--- src/rtl/pet_pkg.sv ---
// Shared types and the fixed slot map for the SRAM time-slot arbiter.
package pet_pkg;

    typedef enum logic [1:0] {
        OWN_NONE,
        OWN_CPU,
        OWN_VIDEO,
        OWN_BRIDGE
    } owner_t;

    // Raw slot kinds; the *_BRG kinds resolve by column mode.
    typedef enum logic [2:0] {
        SK_CPU,
        SK_BRG,
        SK_VRAM,
        SK_VROM,
        SK_VRAM_BRG,
        SK_VROM_BRG
    } slot_kind_t;

    localparam int         SLOTS_PER_FRAME = 8;
    localparam logic [2:0] SLOT_CPU        = 3'd0;

    localparam slot_kind_t SLOT_MAP [SLOTS_PER_FRAME] = '{
        SK_CPU, SK_BRG, SK_VRAM, SK_VROM, SK_BRG, SK_VRAM_BRG, SK_VROM_BRG, SK_BRG
    };

    // Resolve a slot to its effective owner class for the given column mode.
    function automatic slot_kind_t slot_kind(input logic [2:0] slot, input logic col80);
        slot_kind_t k;
        k = SLOT_MAP[slot];
        if (k == SK_VRAM_BRG)      k = col80 ? SK_VRAM : SK_BRG;
        else if (k == SK_VROM_BRG) k = col80 ? SK_VROM : SK_BRG;
        return k;
    endfunction

endpackage

--- src/rtl/mem_arbiter.sv ---
// Shared SRAM scheduler: 16-cycle frame of 8 two-cycle slots (setup, strobe),
// owner mux for CPU / video / bridge, and the per-slot enable pulses.
// cnt_q holds the c value whose outputs get registered at the next edge, so the
// visible outputs always describe the current c.
module mem_arbiter
    import pet_pkg::*;
#(
    parameter bit COL80  = 1'b0,
    parameter int ADDR_W = 17
) (
    input  logic              clk16_i,
    input  logic              reset_n_i,
    input  logic [ADDR_W-1:0] cpu_addr_i,
    input  logic              cpu_we_i,
    input  logic [7:0]        cpu_wdata_i,
    input  logic [ADDR_W-1:0] video_addr_i,
    input  logic              bridge_req_i,
    input  logic              bridge_we_i,
    input  logic [ADDR_W-1:0] bridge_addr_i,
    input  logic [7:0]        bridge_wdata_i,
    output logic              bridge_ack_o,
    output logic [7:0]        bridge_rdata_o,
    output logic [ADDR_W-1:0] ram_addr_o,
    output logic [7:0]        ram_wdata_o,
    input  logic [7:0]        ram_data_i,
    output logic              ram_oe_n_o,
    output logic              ram_we_n_o,
    output logic              setup_clk_o,
    output logic              strobe_clk_o,
    output logic              cpu_en_o,
    output logic              vram_en_o,
    output logic              vrom_en_o
);

    logic [3:0]        cnt_q;
    logic              phase;
    logic [2:0]        slot;
    slot_kind_t        kind;

    owner_t            owner_q, owner_d;
    logic              we_q, we_d;
    logic [ADDR_W-1:0] addr_q, addr_d;
    logic [7:0]        wdata_q, wdata_d;
    logic [7:0]        rdata_q, rdata_d;
    logic              setup_q, strobe_q, cpu_en_q, vram_en_q, vrom_en_q, ack_q;
    logic              oe_n_q, we_n_q, oe_n_d, we_n_d, ack_d;

    assign phase = cnt_q[0];
    assign slot  = cnt_q[3:1];
    assign kind  = slot_kind(slot, COL80);

    // Owner, direction, address and data latch at setup and hold through strobe.
    always_comb begin
        owner_d = owner_q;
        we_d    = we_q;
        addr_d  = addr_q;
        wdata_d = wdata_q;
        if (!phase) begin
            owner_d = OWN_NONE;
            we_d    = 1'b0;
            case (kind)
                SK_CPU: begin
                    owner_d = OWN_CPU;
                    we_d    = cpu_we_i;
                    addr_d  = cpu_addr_i;
                    wdata_d = cpu_wdata_i;
                end
                SK_VRAM, SK_VROM: begin
                    owner_d = OWN_VIDEO;
                    addr_d  = video_addr_i;
                end
                SK_BRG: begin
                    if (bridge_req_i) begin
                        owner_d = OWN_BRIDGE;
                        we_d    = bridge_we_i;
                        addr_d  = bridge_addr_i;
                        wdata_d = bridge_wdata_i;
                    end
                end
                default: ;
            endcase
        end
    end

    // Strobes and bridge completion; owner_q still names the slot that just ended at a setup edge.
    always_comb begin
        oe_n_d  = !((owner_d != OWN_NONE) && !we_d);
        we_n_d  = !(phase && (owner_d != OWN_NONE) && we_d);
        ack_d   = !phase && (owner_q == OWN_BRIDGE);
        rdata_d = rdata_q;
        if (!phase && (owner_q == OWN_BRIDGE) && !we_q) rdata_d = ram_data_i;
    end

    // Frame counter and every registered output.
    always_ff @(posedge clk16_i or negedge reset_n_i) begin
        if (!reset_n_i) begin
            cnt_q     <= 4'd0;
            owner_q   <= OWN_NONE;
            we_q      <= 1'b0;
            addr_q    <= '0;
            wdata_q   <= 8'h00;
            rdata_q   <= 8'h00;
            setup_q   <= 1'b0;
            strobe_q  <= 1'b0;
            cpu_en_q  <= 1'b0;
            vram_en_q <= 1'b0;
            vrom_en_q <= 1'b0;
            ack_q     <= 1'b0;
            oe_n_q    <= 1'b1;
            we_n_q    <= 1'b1;
        end else begin
            cnt_q     <= cnt_q + 4'd1;
            owner_q   <= owner_d;
            we_q      <= we_d;
            addr_q    <= addr_d;
            wdata_q   <= wdata_d;
            rdata_q   <= rdata_d;
            setup_q   <= !phase;
            strobe_q  <= phase;
            cpu_en_q  <= phase && (slot == SLOT_CPU);
            vram_en_q <= phase && (kind == SK_VRAM);
            vrom_en_q <= phase && (kind == SK_VROM);
            ack_q     <= ack_d;
            oe_n_q    <= oe_n_d;
            we_n_q    <= we_n_d;
        end
    end

    assign bridge_ack_o   = ack_q;
    assign bridge_rdata_o = rdata_q;
    assign ram_addr_o     = addr_q;
    assign ram_wdata_o    = wdata_q;
    assign ram_oe_n_o     = oe_n_q;
    assign ram_we_n_o     = we_n_q;
    assign setup_clk_o    = setup_q;
    assign strobe_clk_o   = strobe_q;
    assign cpu_en_o       = cpu_en_q;
    assign vram_en_o      = vram_en_q;
    assign vrom_en_o      = vrom_en_q;

endmodule

--- config.mk ---
export PLATFORM = sky130hd
export DESIGN_NAME = mem_arbiter
export DESIGN_NICKNAME = d
export VERILOG_FILES = /design/src/rtl/pet_pkg.sv /design/src/rtl/mem_arbiter.sv
export SDC_FILE = /design/constraint.sdc
export NUM_CORES = 1
export LEC_CHECK = 0
export CAP_MARGIN = 0
export CORE_UTILIZATION = 30
export CTS_CLUSTER_DIAMETER = 100
export DETAILED_ROUTE_END_ITERATION = 6
export GPL_ROUTABILITY_DRIVEN = 0
export PLACE_DENSITY_LB_ADDON = 0.08
export SLEW_MARGIN = 20
export SYNTH_ARGS = -nofsm -noshare
export SYNTH_HDL_FRONTEND = slang
export SYNTH_SLANG_ARGS = --single-unit
export TNS_END_PERCENT = 30
--- constraint.sdc ---
create_clock -name clk16_i -period 3.4 [get_ports clk16_i]
set_clock_uncertainty 0.1 [all_clocks]
set_input_delay 0.34 -clock clk16_i [delete_from_list [all_inputs] [get_ports clk16_i]]
set_output_delay 0.34 -clock clk16_i [all_outputs]
set_load 0.01 [all_outputs]
# Word level (Yosys, flattened, before mapping)

Memories as Yosys holds them, arrays and structs flattened.
Cells that the tools add are included.

ROM bits: 24
Memories: 1
Output and inout bits: 41
Register bits: 48

Reductions and logical operators: 21
Eq/ne operators: 7
Muxes and demuxes: 14
Bitwise gates (word level): 2
Add/subtract/negate cells: 1
$lt $le $gt $ge: 1

Memory list:

| name            | words | width | rd ports | clocked after Yosys merged registers in | wr ports | RTL line      | RTL |
|---|---|---|---|---|---|---|---|
| (no name shown) | 8     | 3     | 1        | 0                                       | 0        | pet_pkg.sv:31 | `k = SLOT_MAP[slot];` |

Operators by type and width:

| operator            | number |
|---|---|
| $pmux 17 s3         | 1 |
| $mux 17             | 1 |
| $pmux 8 s2          | 1 |
| $mux 3              | 4 |
| $logic_and 1x1->1   | 8 |
| $mux 8              | 1 |
| $eq 3x2->1 const B  | 2 |
| $eq 3x3->1 const B  | 2 |
| $logic_not 3->1     | 2 |
| $pmux 2 s3          | 1 |
| $reduce_and 3->1    | 2 |
| $logic_not 1->1     | 5 |
| $add 4x1->4 const B | 1 |
| $ge 4x4->1 const B  | 1 |
| $mux 2              | 2 |
| $not 3->4           | 1 |
| $reduce_bool 2->1   | 2 |
| $eq 3x1->1 const B  | 1 |
| $reduce_bool 3->1   | 1 |
| $eq 2x2->1 const B  | 1 |
| $mux 1              | 2 |
| $ne 2x2->1 const B  | 1 |
| $pmux 1 s2          | 1 |
| $reduce_or 2->1     | 1 |
| $not 1->1           | 1 |

# Depth between registers and ports, before layout

Gate-level depths: netlist of the first run.

Depth in word-level cells: 15
Depth in mapped cells: 12

# Worst setup path before layout of the first run

No wires, ideal clock.

Kind: register to register
Start: register cnt_q[2]
End: register addr_q[10], in the netlist ram_addr_o[10]
Setup slack: 819 ps
Arrival time: 2356 ps
Buffers on the path: 6
Library setup time: 125 ps
Stages on the path, launching flop included: 13
Cell sequence: dfrtp_1 -> buf_6 -> inv_1 -> clkbuf_1 -> ha_1 -> nor2b_4 -> buf_6 -> mux2_4 -> buf_6 -> o21a_1 -> buf_6 -> buf_12 -> mux2_4

Cells in the longest elaborated chain, start to end: 11
Elaborated cells between the ends (all ways): 17
Classes of those cells: 6 x eq/ne; 5 x mux; 1 x bitwise; 4 x reduce/logical; 1 x memory

RTL lines:

| what                                        | RTL line           | RTL |
|---|---|---|
| start: declaration                          | mem_arbiter.sv:35  | `logic [3:0] cnt_q;` |
| start signal: assignment                    | mem_arbiter.sv:112 | `cnt_q <= cnt_q + 4'd1;` |
| $not 3->4 (implied by the code) *           | pet_pkg.sv:31      |  |
| $mem_v2 8x3 *                               | -                  |  |
| $mux 3 (implied by the code) * (2 in a row) | pet_pkg.sv:31      |  |
| $eq 3x3->1                                  | pet_pkg.sv:33      | `else if (k == SK_VROM_BRG) k = col80 ? SK_VROM : SK_BRG;` |
| $mux 3                                      | pet_pkg.sv:33      |  |
| $mux 3 *                                    | pet_pkg.sv:32      | `if (k == SK_VRAM_BRG) k = col80 ? SK_VRAM : SK_BRG;` |
| $eq 3x2->1                                  | mem_arbiter.sv:61  | `case (kind)` |
| $reduce_or 2->1                             | mem_arbiter.sv:61  |  |
| $reduce_bool 3->1 (no line)                 | -                  |  |
| $reduce_and 3->1 (no line)                  | -                  |  |
| end signal: assignment                      | mem_arbiter.sv:115 | `addr_q <= addr_d;` |
| end: declaration                            | mem_arbiter.sv:42  | `logic [ADDR_W-1:0] addr_q, addr_d;` |

Every way passes the cells marked *; elsewhere a longest branch is shown, timed or not. The select of a mux whose other input is x is not followed.
A chain may end at the register's enable or synchronous reset.

# Worst setup path after layout of the first run

Start: register cnt_q[2]
End: register addr_q[6], in the netlist ram_addr_o[6]

The elaborated chain is that of the path after synthesis.

==> impl_metrics.py, run 1 <==
metrics = {
    "cells_and_area": {
        "diodes": 0,
        "drive_above_1_share_pct": 22.8,
        "area_growth_pct": 55.5,
        "nets": 403,
    },
    "clock_network": {
        "clockBufferDepth": 2,
        "clk_pin_slew_ps": 90,
        "postCtsSetupBuffers": 0,
        "cts_root_buffer": "clkbuf_8",
        "cts_tree": "built",
        "insertion_delay_ps": 290,
        "cts.htree.levels": 2,
        "clock_sinks": 47,
        "numCtsBuffers": 5,
    },
    "synthesis": {
        "yosys-top-cells-count": "dfrtp_1 (45), mux2_2 (43), a21oi_1 (14), mux2i_1 (14)",
        "async_reset_ff_share_pct": 100,
        "syn_avg_cell_area_um2": 12.8,
        "muxShareOfSynthArea_pct": 31.1,
        "yosysWarningCount": 0,
        "yosysMostFrequentCell": "dfrtp_1",
        "synth_edf_count": 0,
        "syn_nets": 283,
        "synth_top_area_cell": "dfrtp_1",
        "synth_compound_area_share_pct": 8.48,
        "synthFlopType": "dfrtp_1",
        "seq_area_frac_synth_pct": 46.4,
        "synth_area_um2": 2540,
        "synth_xor_area_share_pct": 0.690,
        "yosysTopAreaCellShare_pct": 44.4,
        "netlist_instances": 199,
        "synthAdderAreaFrac_pct": 1.97,
        "synth.distinct_cells": 36,
        "ys_seq_elements": 47,
        "synth_area_leaders": "dfrtp_1 (44%), mux2_2 (19%), mux2_4 (6.5%)",
        "synth_top_family_by_area": "multiplexers",
        "synth-simple-area-share_pct": 6.71,
    },
    "routing": {
        "vias_per_cell": 4.52,
        "wl_per_cell_um": 14.2,
        "drt-met1-wl_mm": 2.72,
        "drc": 0,
        "dr.pass1.iters": 3,
        "routed_wl_mm": 6.02,
        "met2_length_mm": 2.85,
        "num_vias": 1923,
        "top_layer_used": "met4",
        "drt_iter0_markers": 30,
        "met3RoutedLength_um": 402,
        "ant_nets": 0,
    },
    "floorplan": {
        "die_area_um2": 8830,
        "die_w_um": 94.0,
        "start_util_pct": 30.9,
        "rows": 33,
        "coreArea_um2": 8220,
        "die_y_um": 94.0,
        "io_pins": 121,
    },
    "setup_path": {
        "crit_arrival_ps": 2820,
        "cp_top_family": "multiplexers",
        "start_kind": "register",
        "slowest_stage": "dfrtp_1",
        "criticalPathCategory": "register to register",
        "critical-path-max-stage-delay_ps": 530,
        "path_max_fanout": 17,
        "end_kind": "register",
        "crit_chain": "inv_1 -> ha_1 -> nor2b_4 -> mux2_4 -> o21a_1 -> buf_4 -> mux2_2",
        "cp.required_ps": 3480,
        "worst-path-buf-inv": 2,
    },
    "placed_design": {
        "place_ws_ps": 648,
        "place_hpwl_mm": 4.55,
        "port_buffers": 120,
    },
    "power_and_ir_drop": {
        "p_total_uw": 1340,
        "vdd.ir_drop.worst_mv": 0.149,
        "p_leak_uw": 0.00163,
        "power_density_nw_per_um2": 340,
    },
    "global_route": {
        "antenna_found_initial": 0,
        "grtUsageTotal_pct": 13.9,
        "grt_max_degree": 47,
        "grt_pass1_vias": 1865,
        "grt_pass1_wl_mm": 9.43,
        "grt_remaining_overflow": 0,
    },
    "timing": {
        "setup_ws_ps": 661,
        "setup-tns-final_ps": 0,
        "post-route-min-period_ps": 2740,
        "period_share_pct": 80.6,
        "worst_slew_pin_slew_ps": 718,
        "max_slew_margin_pct": 51.9,
        "fin_hold_ws_ps": 362,
        "max_freq_mhz": 365,
        "finalMaxSlewViolations": 0,
        "rsz0062_at_grt": "false",
        "timing.final.hold_violations": 0,
        "setup_viol": 0,
    },
    "flow_run": {
        "cap_viol_max_count": 0,
    },
    "hold_path": {
        "hold_class": "register to register",
    },
    "run_status": {
        "status": "completed",
    },
}
[where the power goes]
part | switching [uW] | leakage, uW | internal (uW) | total, uW
Clock | 184 | 0.0000654 | 294 | 478
Combinational | 74.5 | 0.00101 | 179 | 254
Sequential | 17.0 | 0.000562 | 593 | 610
Total | 276 | 0.00163 | 1070 | 1340
[final cells by class]
cell class / instances / area (um^2)
Sequential cell: 47 / 1180
Multi-Input combinational cell: 135 / 1240
Inverter: 4 / 15.0
Tap cell: 105 / 131
Clock buffer: 6 / 72.6
Timing Repair Buffer: 126 / 1250
Fill cell: 798 / 4270
Clock inverter: 2 / 60.1
[repair_timing]
item	CTS	global route
hold buffers	0	1
resized for setup	0	0
hold endpoints to repair	0	32
[path summary, 6_finish.rpt]
check | from | endpoint | slack [ps] | cells after the start
max in group asynchronous | reset_n_i | cnt_q[2] | 2260 | 3
hold / removal | owner_q[1] | ram_we_n_o | 360 | 1
setup reg to reg | cnt_q[2] | ram_addr_o[6] | 660 | 7
min in group asynchronous | reset_n_i | cnt_q[1] | 480 | 2
setup / recovery | cnt_q[2] | ram_addr_o[6] | 660 | 7
hold reg to reg | owner_q[1] | ram_we_n_o | 360 | 1
[worst reg2reg max path, cell delays in order (launching register included)]
cell and delay, ps:
dfrtp_1 530, inv_1 260, ha_1 390, nor2b_4 250, mux2_4 310, o21a_1 130, buf_4 280, mux2_2 380
[sequential cells by signal, indices dropped and copies added, names as in the netlist, 2 cells and up]
| register | flops |
|---|---|
| ram_addr_o | 17 |
| owner_q | 2 |
| cnt_q | 4 |
| ram_wdata_o | 8 |
| bridge_rdata_o | 8 |
[layout by cell type, fill, tap and decap left out, types with 2 or more instances in the layout]
cell type	netlist	routed
clkbuf_8	0	5
a211oi_1	6	6
buf_4	0	6
mux2_4	11	11
a21oi_1	14	14
nand2_1	4	4
mux2i_1	14	14
o21ai_0	2	2
dfrtp_1	45	45
mux2_2	43	43
inv_1	4	4
bufinv_16	0	2
and2_1	6	6
nor4_1	2	2
ha_1	4	4
clkdlybuf4s50_1	0	119
dfstp_2	2	2
nor2_1	11	11
[kinds of logic after synthesis]
logic type	after synthesis
and+or+nand+nor	30
DFF	47
xor gates and xnor gates	2
muxes	68
AOI/OAI and AO/OA	31
buffers and inverters	17
adders and majority gates	4
[through the flow]
| step | cell area [um^2] | utilization (%) | std cells |
|---|---|---|---|
| 6_report | 3950 | 48.0 | 425 |
| 5_1_grt | 3950 | 48.0 | 425 |
| 4_1_cts | 3930 | 47.9 | 424 |
| 3_5_place_dp | 3800 | 46.3 | 416 |
| 3_3_place_gp | 3800 | 46.3 | 416 |
| 2_1_floorplan | 2540 | - | 199 |
[per-layer routing]
metal	GRT usage, %	vias to the layer above
met4	3.08	0
met3	3.56	4
li1	-	955
met1	18.9	902
met5	0	-
met2	22.1	62
No activity file was read; power rests on OpenSTA's default activity.
==> run 2: changes to the inputs <==
==> constraint.sdc (replaced) <==
create_clock -name clk16_i -period 2.54 [get_ports clk16_i]
set_clock_uncertainty 0.1 [all_clocks]
set_input_delay 0.254 -clock clk16_i [delete_from_list [all_inputs] [get_ports clk16_i]]
set_output_delay 0.254 -clock clk16_i [all_outputs]
set_load 0.01 [all_outputs]
==> run 2 against run 1 <==
Clock-buffer cell count unchanged. Routed wire length up 0.78%. Largest power group unchanged. First-iteration DRC count up 27%. Non-clock buffer count up 7. Worst hold slack worse by 11 ps. Final cell count up 1.6%. Global-route usage up 0.35 points.
==> impl_metrics.py, run 2 (synthesized netlist as in run 1, its figures left out) <==
metrics = {
    "clock_network": {
        "cts.htree.levels": 2,
        "numCtsBuffers": 5,
        "clock_sinks": 47,
        "cts_root_buffer": "clkbuf_8",
        "clockBufferDepth": 2,
        "ctsResizeCount": 0,
        "cts_tree": "built",
        "insertion_delay_ps": 290,
        "clk_pin_slew_ps": 90,
    },
    "setup_path": {
        "crit_chain": "inv_1 -> ha_1 -> nand3b_1 -> a21boi_1 -> buf_4 -> mux2_2 -> mux2_4",
        "reg2reg_depth": 7,
        "cp.required_ps": 2630,
        "crit_arrival_ps": 2350,
        "cp_top_family": "multiplexers",
        "start_kind": "register",
        "cp.depth": 7,
        "worst-path-buf-inv": 2,
        "end_kind": "register",
        "critical-path-max-stage-delay_ps": 350,
        "path_max_fanout": 11,
        "slowest_stage": "dfrtp_1",
        "criticalPathCategory": "register to register",
    },
    "floorplan": {
        "die_y_um": 94.0,
        "rows": 33,
        "start_util_pct": 30.9,
        "die_area_um2": 8830,
        "coreArea_um2": 8220,
        "die_w_um": 94.0,
        "io_pins": 121,
    },
    "placed_design": {
        "place_hpwl_mm": 4.49,
        "dp.cells": 423,
        "port_buffers": 120,
        "place_ws_ps": 247,
    },
    "routing": {
        "num_vias": 1981,
        "drc": 0,
        "drt_iter0_markers": 38,
        "wl_per_cell_um": 14.0,
        "dr.pass1.iters": 2,
        "routed_wl_mm": 6.07,
        "ant_nets": 0,
        "vias_per_cell": 4.59,
    },
    "global_route": {
        "grt_pass1_vias": 2003,
        "grt_remaining_overflow": 0,
        "grt_max_degree": 48,
        "antenna_found_initial": 0,
        "grtUsageTotal_pct": 14.2,
        "grt_pass1_wl_mm": 9.66,
    },
    "timing": {
        "timing.final.hold_violations": 0,
        "max_freq_mhz": 442,
        "worst_slew_pin_slew_ps": 361,
        "post-route-min-period_ps": 2260,
        "period_share_pct": 89.1,
        "setup_ws_ps": 276,
        "setup_viol": 0,
        "rsz0062_at_grt": "false",
        "finalMaxSlewViolations": 0,
        "setup-tns-final_ps": 0,
        "max_slew_margin_pct": 75.7,
    },
    "power_and_ir_drop": {
        "seq_power_share_pct": 45.1,
        "p_switching_uw": 379,
        "p_total_uw": 1810,
        "power_density_nw_per_um2": 451,
        "p_leak_uw": 0.00167,
        "clockPowerShare_pct": 36.1,
        "p_int_uw": 1430,
        "pwr-share-comb_pct": 18.9,
        "power.share.switching_pct": 21.0,
        "vdd.ir_drop.worst_mv": 0.225,
    },
    "cells_and_area": {
        "diodes": 0,
        "drive_above_1_share_pct": 24.5,
        "largest_reg_flops": 17,
        "nets": 410,
        "most-common-layout-cells": "clkdlybuf4s50_1 (119), dfrtp_1 (45), mux2_2 (43)",
        "area_growth_pct": 58.0,
        "final_common_cell": "clkdlybuf4s50_1",
        "final_cells": 432,
        "fillers": 786,
        "final_core_util_pct": 48.8,
    },
    "hold_path": {
        "hold_class": "primary input to async pin",
    },
    "flow_run": {
        "cap_viol_max_count": 0,
    },
    "run_status": {
        "status": "completed",
    },
}
==> run 2: final timing paths <==
path	end	slack, ps	from
min in group clk16_i	ram_we_n_o	370	owner_q[0]
worst max-delay path	ram_addr_o[9]	280	cnt_q[2]
max in group asynchronous	ram_we_n_o	1700	reset_n_i
worst min register to register	ram_we_n_o	370	owner_q[0]
worst min-delay path	strobe_clk_o	350	reset_n_i
worst max register to register	ram_addr_o[9]	280	cnt_q[2]
==> run 2: power groups by stage <==
stage	combinational (uW)	sequential, uW	clock [uW]
floorplan	76.8	852	0
global placement	342	830	0
detailed placement	345	830	0
CTS	348	816	675
global route	369	822	693
finish	341	815	652
==> run 2: what timing repair did <==
| action | CTS | global route |
|---|---|---|
| buffers inserted | 0 | 0 |
| hold buffers | 1 | 0 |
| endpoints found under the hold margin | 45 | 0 |
==> run 2: routing by layer <==
layer	part of all wire, %	global-route usage, %	up-vias
met2	49	24.2	60
met3	6.6	3.32	6
met4	1.2	4.23	0
met5	0	0	-
met1	43	17.8	939
li1	-	-	976
==> run 2: tightest hold or removal path, delay by kind of cell <==
kind / cells / cell delay (ps)
buffers and inverters: 3 / 880
==> run 2: cell type report <==
class	instances	area [um^2]	area share, %
Timing Repair Buffer	133	1310	32.6
Sequential cell	47	1180	29.4
Tap cell	105	131	3.28
Clock inverter	2	60.1	1.50
Multi-Input combinational cell	135	1240	31.0
Inverter	4	15.0	0.375
Clock buffer	6	72.6	1.81
==> run 2: per-stage QoR <==
step / hold WS [ps] / instance area [um^2]
after CTS: 366 / 4010
after global routing: 392 / 4010
after floorplan: -142 / 2540
final: 351 / 4010
after detailed placement: 165 / 3870
after global placement: 162 / 3870
